==> src/rtl/imem_loader.sv <==
// rtl/imem_loader.sv - streams instruction words into instruction memory while holding the CPU in reset
module imem_loader #(
    parameter int DEPTH  = 1024,
    parameter int ADDR_W = 10
) (
    input  logic              clk,
    input  logic              reset,
    input  logic              start,
    input  logic              in_valid,
    input  logic [31:0]       in_data,
    output logic              in_ready,
    output logic              mem_we,
    output logic [ADDR_W-1:0] mem_addr,
    output logic [31:0]       mem_wdata,
    output logic              cpu_hold,
    output logic              done,
    output logic              overflow_err,
    output logic [ADDR_W:0]   word_count
);

    typedef enum logic [1:0] {
        IDLE,
        LOAD,
        DONE,
        ERROR
    } state_t;

    localparam logic [ADDR_W:0] FULL = (ADDR_W+1)'(DEPTH);

    state_t          state;
    state_t          state_nxt;
    logic [ADDR_W:0] count_nxt;
    logic            handshake;
    logic            room;
    logic            write;

    assign in_ready  = (state == LOAD);
    assign handshake = in_valid & in_ready;
    assign room      = (word_count < FULL);
    assign write     = handshake & room;

    always_comb begin
        state_nxt = state;
        count_nxt = word_count;
        case (state)
            IDLE, DONE, ERROR: begin
                if (start) begin
                    state_nxt = LOAD;
                    count_nxt = '0;
                end
            end
            LOAD: begin
                if (handshake) begin
                    if (!room) begin
                        // memory is full: nothing more is written, marker or not
                        state_nxt = ERROR;
                    end else begin
                        count_nxt = word_count + 1'b1;
                        if (in_data == 32'h0000_0000) begin
                            state_nxt = DONE;
                        end
                    end
                end
            end
            default: state_nxt = IDLE;
        endcase
    end

    always_ff @(posedge clk or negedge reset) begin
        if (!reset) begin
            state        <= IDLE;
            word_count   <= '0;
            mem_we       <= 1'b0;
            mem_addr     <= '0;
            mem_wdata    <= '0;
            done         <= 1'b0;
            cpu_hold     <= 1'b1;
            overflow_err <= 1'b0;
        end else begin
            state      <= state_nxt;
            word_count <= count_nxt;
            mem_we     <= write;
            if (write) begin
                mem_addr  <= word_count[ADDR_W-1:0];
                mem_wdata <= in_data;
            end
            // status flags lag the state by a cycle so the CPU is released only after the last write
            done         <= (state == DONE);
            cpu_hold     <= (state != DONE);
            overflow_err <= (state == ERROR);
        end
    end

endmodule

==> config.mk <==
export PLATFORM = sky130hd
export DESIGN_NAME = imem_loader
export DESIGN_NICKNAME = d
export VERILOG_FILES = /design/src/rtl/imem_loader.sv
export SDC_FILE = /design/constraint.sdc
export NUM_CORES = 1
export LEC_CHECK = 0
export ABC_AREA = 0
export BUFFER_PORTS_ARGS = -buffer_cell sky130_fd_sc_hd__buf_4
export CAP_MARGIN = 20
export CORE_AREA = 2 2 74 76
export CTS_CLUSTER_DIAMETER = 30
export DETAILED_ROUTE_END_ITERATION = 7
export DIE_AREA = 0 0 76 78
export HOLD_SLACK_MARGIN = 0.02
export PLACE_DENSITY = 0.77
export SYNTH_ARGS = -nofsm -noshare
export SYNTH_HDL_FRONTEND = slang
export SYNTH_SLANG_ARGS = --single-unit
==> constraint.sdc <==
create_clock -name clk -period 1.95 [get_ports clk]
set_clock_uncertainty 0.1 [all_clocks]
set_input_delay 0.0975 -clock clk [delete_from_list [all_inputs] [get_ports clk]]
set_output_delay 0.0975 -clock clk [all_outputs]
set_load 0.02 [all_outputs]
After elaboration in Yosys (flattened, before gate mapping)
Index checks and enable logic that the tools add are counted.

word-level totals
  RAM bits = 0
  memories = 0
  word-level logic and storage cells = 34
  input bits = 36
  ROM bits = 0
  flip-flop bits (word level) = 59
  output and inout bits = 58
  latch bits = 0

cells by class
  shifts and indexed selects = 0
  add/subtract/negate cells = 1
  muxes and demuxes = 9
  order comparisons = 1
  $mul = 0
  reductions and logical operators = 5
  equal/unequal tests = 8
  div/mod/pow operators = 0
  bitwise operators = 2

operator list
  cell                   count
  $mux 11                3
  $logic_not 32->1       1
  $pmux 11 s2            1
  $add 11x1->11 const B  1
  $lt 11x11->1 const B   1
  $mux 2                 4
  $reduce_and 3->1       2
  $eq 2x2->1 const B     2
  $ne 2x1->1 const B     2
  $ne 2x2->1 const B     2
  $pmux 2 s2             1
  $ne 3x2->1 const B     1
  $reduce_or 3->1        1
  $and 1x1->1            2
  $eq 2x1->1 const B     1
  $logic_not 2->1        1

Logic depth before layout (Yosys ltp)
Gate-level depths: netlist of the first run.

  depth after elaboration = 5
  depth in mapped cells = 7
  gate-level depth less buffers = 5

Worst setup path before layout of the first run
OpenSTA, ideal clock, no wires.

  path kind = flip-flop to flip-flop
  start point = reg word_count[0]
  end point = reg word_count[8]
  arrival = 1610 ps
  cell stages (with the launch flop) = 6
  setup time = 78 ps
  buffers on the path = 0
  clock period less this slack = 1788 ps
  setup slack = 162 ps
  data required time = 1772 ps
  cell sequence = dfrtp_1 ha_1 nand2_1 or2_1 or4_1 a21oi_1

between the ends
  cells in the longest elaborated chain, start to end = 4
  elaborated cells on any way between the ends = 7
  those cells by class = add/sub: 1; order compare: 1; eq/ne: 1; mux: 3; reduce/logical: 1

ends and longest elaborated chain
  item                    RTL line  text
  from (decl)             18        output logic [ADDR_W:0] word_count
  from (signal assigned)  81        word_count <= count_nxt;
  $add 11x1->11           58        count_nxt = word_count + 1'b1;
  $mux 11                 54        if (!room) begin
  $mux 11                 53        if (handshake) begin
  $pmux 11 s2             45        case (state)

Parallel ways exist; a longest one is shown, timed or not. The select of a mux whose other input is x is not followed.
A chain may end at the register's enable or synchronous reset.

Final worst setup path of the first run
Same ends and word-level chain as after synthesis.

==> flow_metrics.tcl, run 1 <==
set metrics [dict create \
    syn_inst 260 \
    grt_max_degree 60 \
    clk_pin_slew_ns 0.07 \
    avgRoutedWirePerCell_um 13.9 \
    die_width_um 76 \
    avgSynthCellArea_um2 9.13 \
    setup_tns_ns 0 \
    syn_to_final_growth_pct 58.4 \
    rrSetupSlack_ns 0.18 \
    numCtsBuffers 9 \
    ir_drop_v 0.000573 \
    hpwlAfterDp_mm 4.00 \
    yosysWarningCount 0 \
    drc_errors 0 \
    ys_seq_elements 59 \
    globalRouteMet1Util 0.286 \
    layout_commonest_cell "nand2_1" \
    r2r_cells 5 \
    gp_congestion 0.788 \
    synth-edff-count 0 \
    cap_violations 0 \
    htreeDepth 3 \
    clock-root-buffer "clkbuf_8" \
    die-height_um 78 \
    fp-row-count 26 \
    syn_area_mm2 0.00237 \
    synth-main-ff-cell "dfrtp_1" \
    power_w 0.00378 \
    yosysUniqueCellTypes 30 \
    layout_common_cells "133 x nand2_1, 97 x buf_4, 58 x dfrtp_1" \
    worstPathRequired_ns 2.11 \
    num_io_pins 94 \
    antenna_found_initial 0 \
    period_minus_slack_ns 1.77 \
    endpoint "word_count[8]" \
    drt-pass1-iter-count 4 \
    fin_crit_sh 0.908 \
    slew_viol_final 0 \
    rsz0062_at_grt "no" \
    synthesis.nets 297 \
    final_nets 429 \
    crit_arrival_ns 1.93 \
    cts_tree "built" \
    io_buffers 93 \
    place_ws_ns 0.198 \
    met3_usage 0.0523 \
    vias 2282 \
    wl_mm 6.47 \
    die-area_mm2 0.00593 \
    synth_top_area_cell "dfrtp_1" \
    tightestPinTransition_ns 0.727 \
    fin_ws_ns 0.179 \
    cp-end-kind "flop" \
    initial_utilization 0.471 \
    worstReg2RegEnd "word_count[8]" \
    synth_seq_area_share 0.622 \
    leakagePower_nw 1.97 \
    drtIter0Drc 132 \
    hold_violations 0 \
    fmax_ghz 0.565 \
    cts_max_path_buffers 2 \
    grt_pass1_vias 2297 \
    grt_pass1_wl_mm 10.7 \
    post_cts_buffers 0 \
    stdcell_count 467 \
    drive_gt1_frac 0.297 \
    cp-start-kind "flop" \
    crit_type "reg -> reg" \
    grt_use_total 0.233 \
    r2r_start "word_count[0]" \
    crit_start "word_count[0]" \
    maxSlewHeadroom 0.515 \
    synth_area_leaders "dfrtp_1 61%, nand2_1 21%, nor4_1 2.6%, nor2_1 1.3%, dfstp_2 1.1%" \
    status "complete, no violations" \
    ant_nets 0 \
    setup_viol 0 \
    holdCritPathClass "in -> async" \
    clock_sinks 59 \
    diodes 0 \
    power_density_mw_per_mm2 1000 \
    synth-async-reset-ratio 1.00 \
    grt.busiest_layer "met2" \
    post-route-util 0.746 \
    fp.coreArea_mm2 0.00504 \
    grt_overflow 0 \
    clk_latency_ns 0.33 \
    synth_top_area_frac 0.611 \
    grtUsageMet2 0.388 \
    via_per_inst 4.89 \
    dp_cells 416 \
    crit_fanout 6 \
]
per-layer routing:
layer / routed length, µm / share of wire
met4: 227 / 0.035
met2: 3260 / 0.50
met1: 2630 / 0.41
met3: 344 / 0.053
met5: 0 / 0
cell type report:
type	instances	area [µm²]
fill	357	1280
sequential	59	1480
multi-input combinational	185	838
tap	70	87.6
clock buffer	12	165
timing repair buffer	132	1080
clock inverter	4	95.1
inverter	5	18.8
state kept, by name, indices dropped and copies added (netlist names):
register / cells
mem_wdata: 32
word_count: 11
mem_addr: 10
state: 2
cpu_hold: 1
done: 1
mem_we: 1
overflow_err: 1
report_power, final:
part	switching [W]	total, W	leakage [nW]	internal (W)
registers	0.000142	0.00152	0.740	0.00138
logic	0.000462	0.000841	1.10	0.000379
clock network	0.000461	0.00141	0.133	0.000952
cells by family (layout without fill, tap and decap cells):
kind of cell	Yosys count	count (layout)	synth area share
flip-flops	59	59	0.622
XOR/XNOR	5	5	0.0184
AO/OA/AOI/OAI	13	13	0.0374
buffers and inverters	16	153	0.0269
adder cells (fa/ha/maj)	1	1	0.00527
AND/OR/NAND/NOR	166	166	0.290
cells in the mapped netlist (2+ instances only):
library cell	number
or4_1	2
clkbuf_1	3
nand2_1	133
a32o_1	2
xor2_1	2
buf_2	3
inv_1	3
nand4_1	3
buf_1	5
a21oi_1	2
dfrtp_1	58
o21ai_0	4
nor4_1	10
nor2_1	8
inv_2	2
nand3_1	3
xnor2_1	3
nand2b_1	2
worst min path at each step:
stage                              end  slack (ns)  cells after the start   from
after global placement    mem_wdata[0]        0.11                      1  reset
after detailed placement  mem_wdata[2]        0.11                      1  reset
after floorplan                   done       -0.30                      0  reset
after CTS                  mem_addr[7]        0.29                      2  reset
after global routing      mem_wdata[2]        0.37                      2  reset
final                     mem_wdata[2]        0.28                      2  reset
worst max-delay path, stage by stage, from the launching register on:
cell and delay, ns:
dfrtp_1 0.43, ha_1 0.22, nand2_1 0.06, or2_1 0.28, or4_1 0.47, a21oi_1 0.15
through the flow:
stage               hold slack, ns  cell area, µm²
floorplan                   -0.298            2370
global placement             0.106            3150
detailed placement           0.108            3150
CTS                          0.288            3760
global route                 0.367            3760
finish                       0.281            3760
timing repair:
action	4_1_cts	5_1_grt
gates resized for setup	0	0
endpoints found under the setup margin	0	0
hold endpoints to repair	93	0
hold buffers	35	0
(Power assumes the default switching activity.)
==> inputs of run 2 (changes only) <==
Clock period 1.95 ns to 2 ns, I/O delays scaled along.
==> run 2 against run 1 <==
  * Non-clock buffer count stayed put
  * Register-to-register slack worse by 0.03 ns
  * Largest cell class unchanged
  * First-iteration DRC count is 12% higher
  * Sequential power hardly changed
  * Total power is 7.1% lower
  * Maximum frequency is 4.3% lower
==> flow_metrics.tcl, run 2 (synthesis results as in run 1) <==
set metrics [dict create \
    io_buffers 93 \
    period_minus_slack_ns 1.85 \
    final_nets 429 \
    fp.coreArea_mm2 0.00504 \
    drive_gt1_frac 0.297 \
    cts_resized 0 \
    fmax_ghz 0.541 \
    cp-end-kind "flop" \
    avgRoutedWirePerCell_um 14.0 \
    cts_tree "built" \
    cts_max_path_buffers 2 \
    post_cts_buffers 0 \
    via_per_inst 4.92 \
    place_area_mm2 0.00315 \
    switching_power_w 0.00103 \
    clk_pin_slew_ns 0.06 \
    die-height_um 78 \
    grt_max_degree 60 \
    power_w 0.00351 \
    clock_power_share 0.344 \
    fp-row-count 26 \
    numCtsBuffers 9 \
    drt-pass1-iter-count 4 \
    drc_errors 0 \
    vias 2299 \
    diodes 0 \
    clk_latency_ns 0.32 \
    num_io_pins 94 \
    p_int_w 0.00248 \
    holdCritPathClass "in -> async" \
    crit_type "reg -> reg" \
    crit_arrival_ns 1.99 \
    gp_congestion 0.803 \
    hpwlAfterDp_mm 4.10 \
    status "complete, no violations" \
    power_density_mw_per_mm2 942 \
    design_area_mm2 0.00373 \
    leakagePower_nw 1.96 \
    clock_sinks 59 \
    drtIter0Drc 148 \
    cap_violations 0 \
    ant_nets 0 \
    cp-start-kind "flop" \
    die_width_um 76 \
    grt_overflow 0 \
    initial_utilization 0.471 \
    worstPathRequired_ns 2.14 \
    htreeDepth 3 \
    p_seq_frac 0.424 \
    rsz0062_at_grt "no" \
    grt_pass1_wl_mm 10.6 \
    fin_crit_sh 0.925 \
    largestRegisters "mem_wdata (32), word_count (11), mem_addr (10)" \
    die-area_mm2 0.00593 \
    grt_use_total 0.228 \
    slew_viol_final 0 \
    crit_fanout 6 \
    maxSlewHeadroom 0.512 \
    largest_reg_flops 32 \
    hold_violations 0 \
    top_register "mem_wdata" \
    setup_tns_ns 0 \
    grt_pass1_vias 2318 \
    power_frac_comb 0.232 \
    clock-root-buffer "clkbuf_8" \
    layout_common_cells "133 x nand2_1, 97 x buf_4, 58 x dfrtp_1" \
    setup_viol 0 \
    holdBufCountCts 35 \
    switching_share 0.294 \
    ir_drop_v 0.000579 \
    syn_to_final_growth_pct 57.0 \
    antenna_found_initial 0 \
    wl_mm 6.52 \
    tightestPinTransition_ns 0.733 \
    layout_commonest_cell "nand2_1" \
]
-- run 2: cell count changes in the layout (fill, tap and decap cells not counted), sizes merged --
cell    previous run  this run
clkbuf            12        11
bufinv             3         2
clkinv             1         3
-- run 2: area by class of cell --
class                   instances  area (µm²)
inverters                       5        18.8
fillers                       363        1320
repair buffers                132        1080
multi-input cells             185         838
clock inverters                 5        75.1
flip-flops and latches         59        1480
well taps                      70        87.6
clock buffers                  11         151
-- run 2: layer usage --
metal  GRT usage  vias to the layer above  wire [µm]
met5           0                        -          0
li1            -                     1099          -
met2       0.395                      104       3270
met1       0.265                     1080       2720
met4       0.113                        0        116
met3      0.0558                       16        411
-- run 2: path summary, 6_finish.rpt --
path / to / slack (ns) / depth (start not counted) / startpoint
hold reg to reg: mem_wdata[24] / 0.38 / 2 / mem_wdata[24]
setup / recovery: word_count[8] / 0.15 / 5 / word_count[0]
hold / removal: mem_wdata[6] / 0.29 / 2 / reset
min in group clk: mem_wdata[24] / 0.38 / 2 / mem_wdata[24]
max in group asynchronous: mem_addr[3] / 1.02 / 2 / reset
setup reg to reg: word_count[8] / 0.15 / 5 / word_count[0]
-- run 2: metrics by stage --
stage          utilization  instances  setup WS, ns  hold WS, ns
2_1_floorplan            -        260         0.212       -0.296
3_3_place_gp         0.625        416         0.271        0.102
3_5_place_dp         0.625        416         0.192        0.110
4_1_cts              0.739        467         0.167        0.301
5_1_grt              0.739        467        0.0656        0.360
6_report             0.739        467         0.150        0.291
-- run 2: power groups by stage --
stage                     registers (W)  clock network (W)  logic, W
after floorplan                 0.00168                  0  0.000188
after global placement          0.00150                  0  0.000747
after detailed placement        0.00151                  0  0.000763
after CTS                       0.00149            0.00123  0.000817
after global routing            0.00151            0.00128  0.000885
final                           0.00149            0.00121  0.000816
-- run 2: worst max-delay path: stages (launching register included) --
cell	delay (ns)
dfrtp_1	0.46
ha_1	0.23
nand2_1	0.06
or2_1	0.27
or4_1	0.49
a21oi_1	0.16
==> inputs of run 3 (changes only) <==
Settings changed: ABC_AREA 0 to 1, CORE_AREA 2 2 74 76 to 2 2 75 77, DIE_AREA 0 0 76 78 to 0 0 77 79, PLACE_DENSITY 0.77 to 0.78.
==> run 3 against run 2 <==
  * Routed wire length is 3.8% higher
  * Sequential cell count unchanged
  * Total power is 47% higher
  * Sequential share of layout area down 1.2 points
  * Largest power group is now combinational cells
==> flow_metrics.tcl, run 3 <==
set metrics [dict create \
    status "complete, no violations" \
    final_nets 468 \
    synth_xor_area_frac 0 \
    fp.coreArea_mm2 0.00534 \
    cp-end-kind "flop" \
    avgSynthCellArea_um2 8.50 \
    die-height_um 79 \
    synth_top_area_frac 0.575 \
    fin_crit_sh 0.809 \
    crit_fanout 18 \
    fp-row-count 27 \
    synth-async-reset-ratio 1.00 \
    grt_pass1_vias 2391 \
    clock-root-buffer "clkbuf_8" \
    synth_area_leaders "dfrtp_1 58%, nand2_1 20%, nor2_1 4.3%, o21ai_0 3.8%, inv_1 2.8%" \
    syn_area_mm2 0.00252 \
    drive_gt1_frac 0.278 \
    yosysWarningCount 0 \
    grt_max_degree 60 \
    tightestPinTransition_ns 0.735 \
    cap_violations 0 \
    maxSlewHeadroom 0.510 \
    worstPathRequired_ns 2.09 \
    setup_tns_ns 0 \
    syn_to_final_growth_pct 52.4 \
    crit_arrival_ns 1.71 \
    leakagePower_nw 2.04 \
    layout_commonest_cell "nand2_1" \
    multiInputGateArea_um2 898 \
    post_cts_buffers 0 \
    fill_cells 412 \
    drc_errors 0 \
    holdCritPathClass "in -> async" \
    grt_pass1_wl_mm 11.2 \
    synth_compound_area_frac 0.0565 \
    grt_overflow 0 \
    via_per_inst 4.69 \
    grt_use_total 0.235 \
    initial_utilization 0.473 \
    syn_inst 297 \
    cp-start-kind "flop" \
    wl_mm 6.76 \
    layout_common_cells "132 x nand2_1, 96 x buf_4, 58 x dfrtp_1" \
    timing.hold.ws_ns 0.284 \
    hpwlAfterDp_mm 4.39 \
    die_width_um 77 \
    ir_drop_v 0.000920 \
    yosysMostFrequentCell "nand2_1" \
    htreeDepth 3 \
    fmax_ghz 0.618 \
    synth_seq_area_share 0.586 \
    synth_top_area_cell "dfrtp_1" \
    drt-pass1-iter-count 4 \
    synthMuxAreaShare 0 \
    rsz0062_at_grt "no" \
    clk_latency_ns 0.32 \
    yosysUniqueCellTypes 21 \
    ys_top_cells_by_count "132 x nand2_1, 58 x dfrtp_1, 29 x nor2_1" \
    num_io_pins 94 \
    crit_type "reg -> reg" \
    setup_viol 0 \
    clk_pin_slew_ns 0.07 \
    synthSimpleGateAreaFrac 0.294 \
    gp_congestion 0.782 \
    largest_reg_flops 32 \
    cts_max_path_buffers 2 \
    clock_sinks 59 \
    io_buffers 93 \
    diodes 0 \
    avgRoutedWirePerCell_um 13.3 \
    hold_violations 0 \
    slew_viol_final 0 \
    die-area_mm2 0.00608 \
    period_minus_slack_ns 1.62 \
    synthesis.nets 334 \
    cts_tree "built" \
    synthAdderAreaFrac 0.00496 \
    drtIter0Drc 144 \
    numCtsBuffers 9 \
    synth_top_family_by_area "simple AND/OR/NAND/NOR gates" \
    ys_seq_elements 59 \
    power_density_mw_per_mm2 1350 \
    ant_nets 0 \
    top_register "mem_wdata" \
    antenna_found_initial 0 \
    largestRegisters "mem_wdata (32), word_count (11), mem_addr (10)" \
    synth-edff-count 0 \
    register_area_mm2 0.00148 \
    vias 2381 \
    synth-main-ff-cell "dfrtp_1" \
]
-- run 3: layout make-up --
type	instances	share of cell area
clock buffers	15	0.0459
inverters	22	0.0215
clock inverters	1	0.00781
multi-input cells	207	0.234
flip-flops and latches	59	0.384
repair buffers	132	0.284
well taps	72	0.0234
-- run 3: stage by stage --
step                instance area, µm²  worst slack, ns  utilization  total power (W)  instances
global placement                  3290            0.458        0.616          0.00394        457
finish                            3850            0.382        0.721          0.00518        508
CTS                               3850            0.391        0.721          0.00518        508
floorplan                         2520            0.452            -          0.00308        297
global route                      3850            0.226        0.721          0.00548        508
detailed placement                3290            0.398        0.616          0.00400        457
-- run 3: kinds of logic after synthesis --
logic type	after synthesis
simple gates	178
flops	59
fa+ha+maj	1
compound gates	28
buf+inv	31
-- run 3: where the power goes --
| group | internal, W | switching [W] |
|---|---|---|
| combinational | 0.000882 | 0.00132 |
| clock | 0.000680 | 0.000432 |
| sequential | 0.00160 | 0.000263 |
| total | 0.00317 | 0.00201 |
-- run 3: timing repair --
item                                   4_1_cts  5_1_grt
gates resized for setup                      0        0
endpoints found under the hold margin       92        0
hold buffers                                35        0
-- run 3: routing by layer --
layer  vias to the layer above  track usage  share of wire
met5                         -            0              0
met2                        64        0.418           0.52
li1                       1187            -              -
met1                      1120        0.284           0.43
met4                         0       0.0911          0.014
met3                        10       0.0455          0.036
-- run 3: worst paths after layout --
path / startpoint / endpoint / slack (ns) / cells after the start
worst min register to register: mem_wdata[13] / mem_wdata[13] / 0.38 / 2
worst min-delay path: reset / mem_wdata[5] / 0.28 / 2
max in group asynchronous: reset / state[1] / 1.02 / 2
min in group clk: mem_wdata[13] / mem_wdata[13] / 0.38 / 2
worst max-delay path: state[1] / word_count[2] / 0.38 / 6
worst max register to register: state[1] / word_count[2] / 0.38 / 6
-- run 3: worst max-delay path, cell delays in order, from the launching register on --
cell and delay [ns]:
dfrtp_1 0.43, nor2_4 0.22, nand3_2 0.13, inv_2 0.30
nand2_1 0.13, o21ai_1 0.14, a21oi_1 0.05
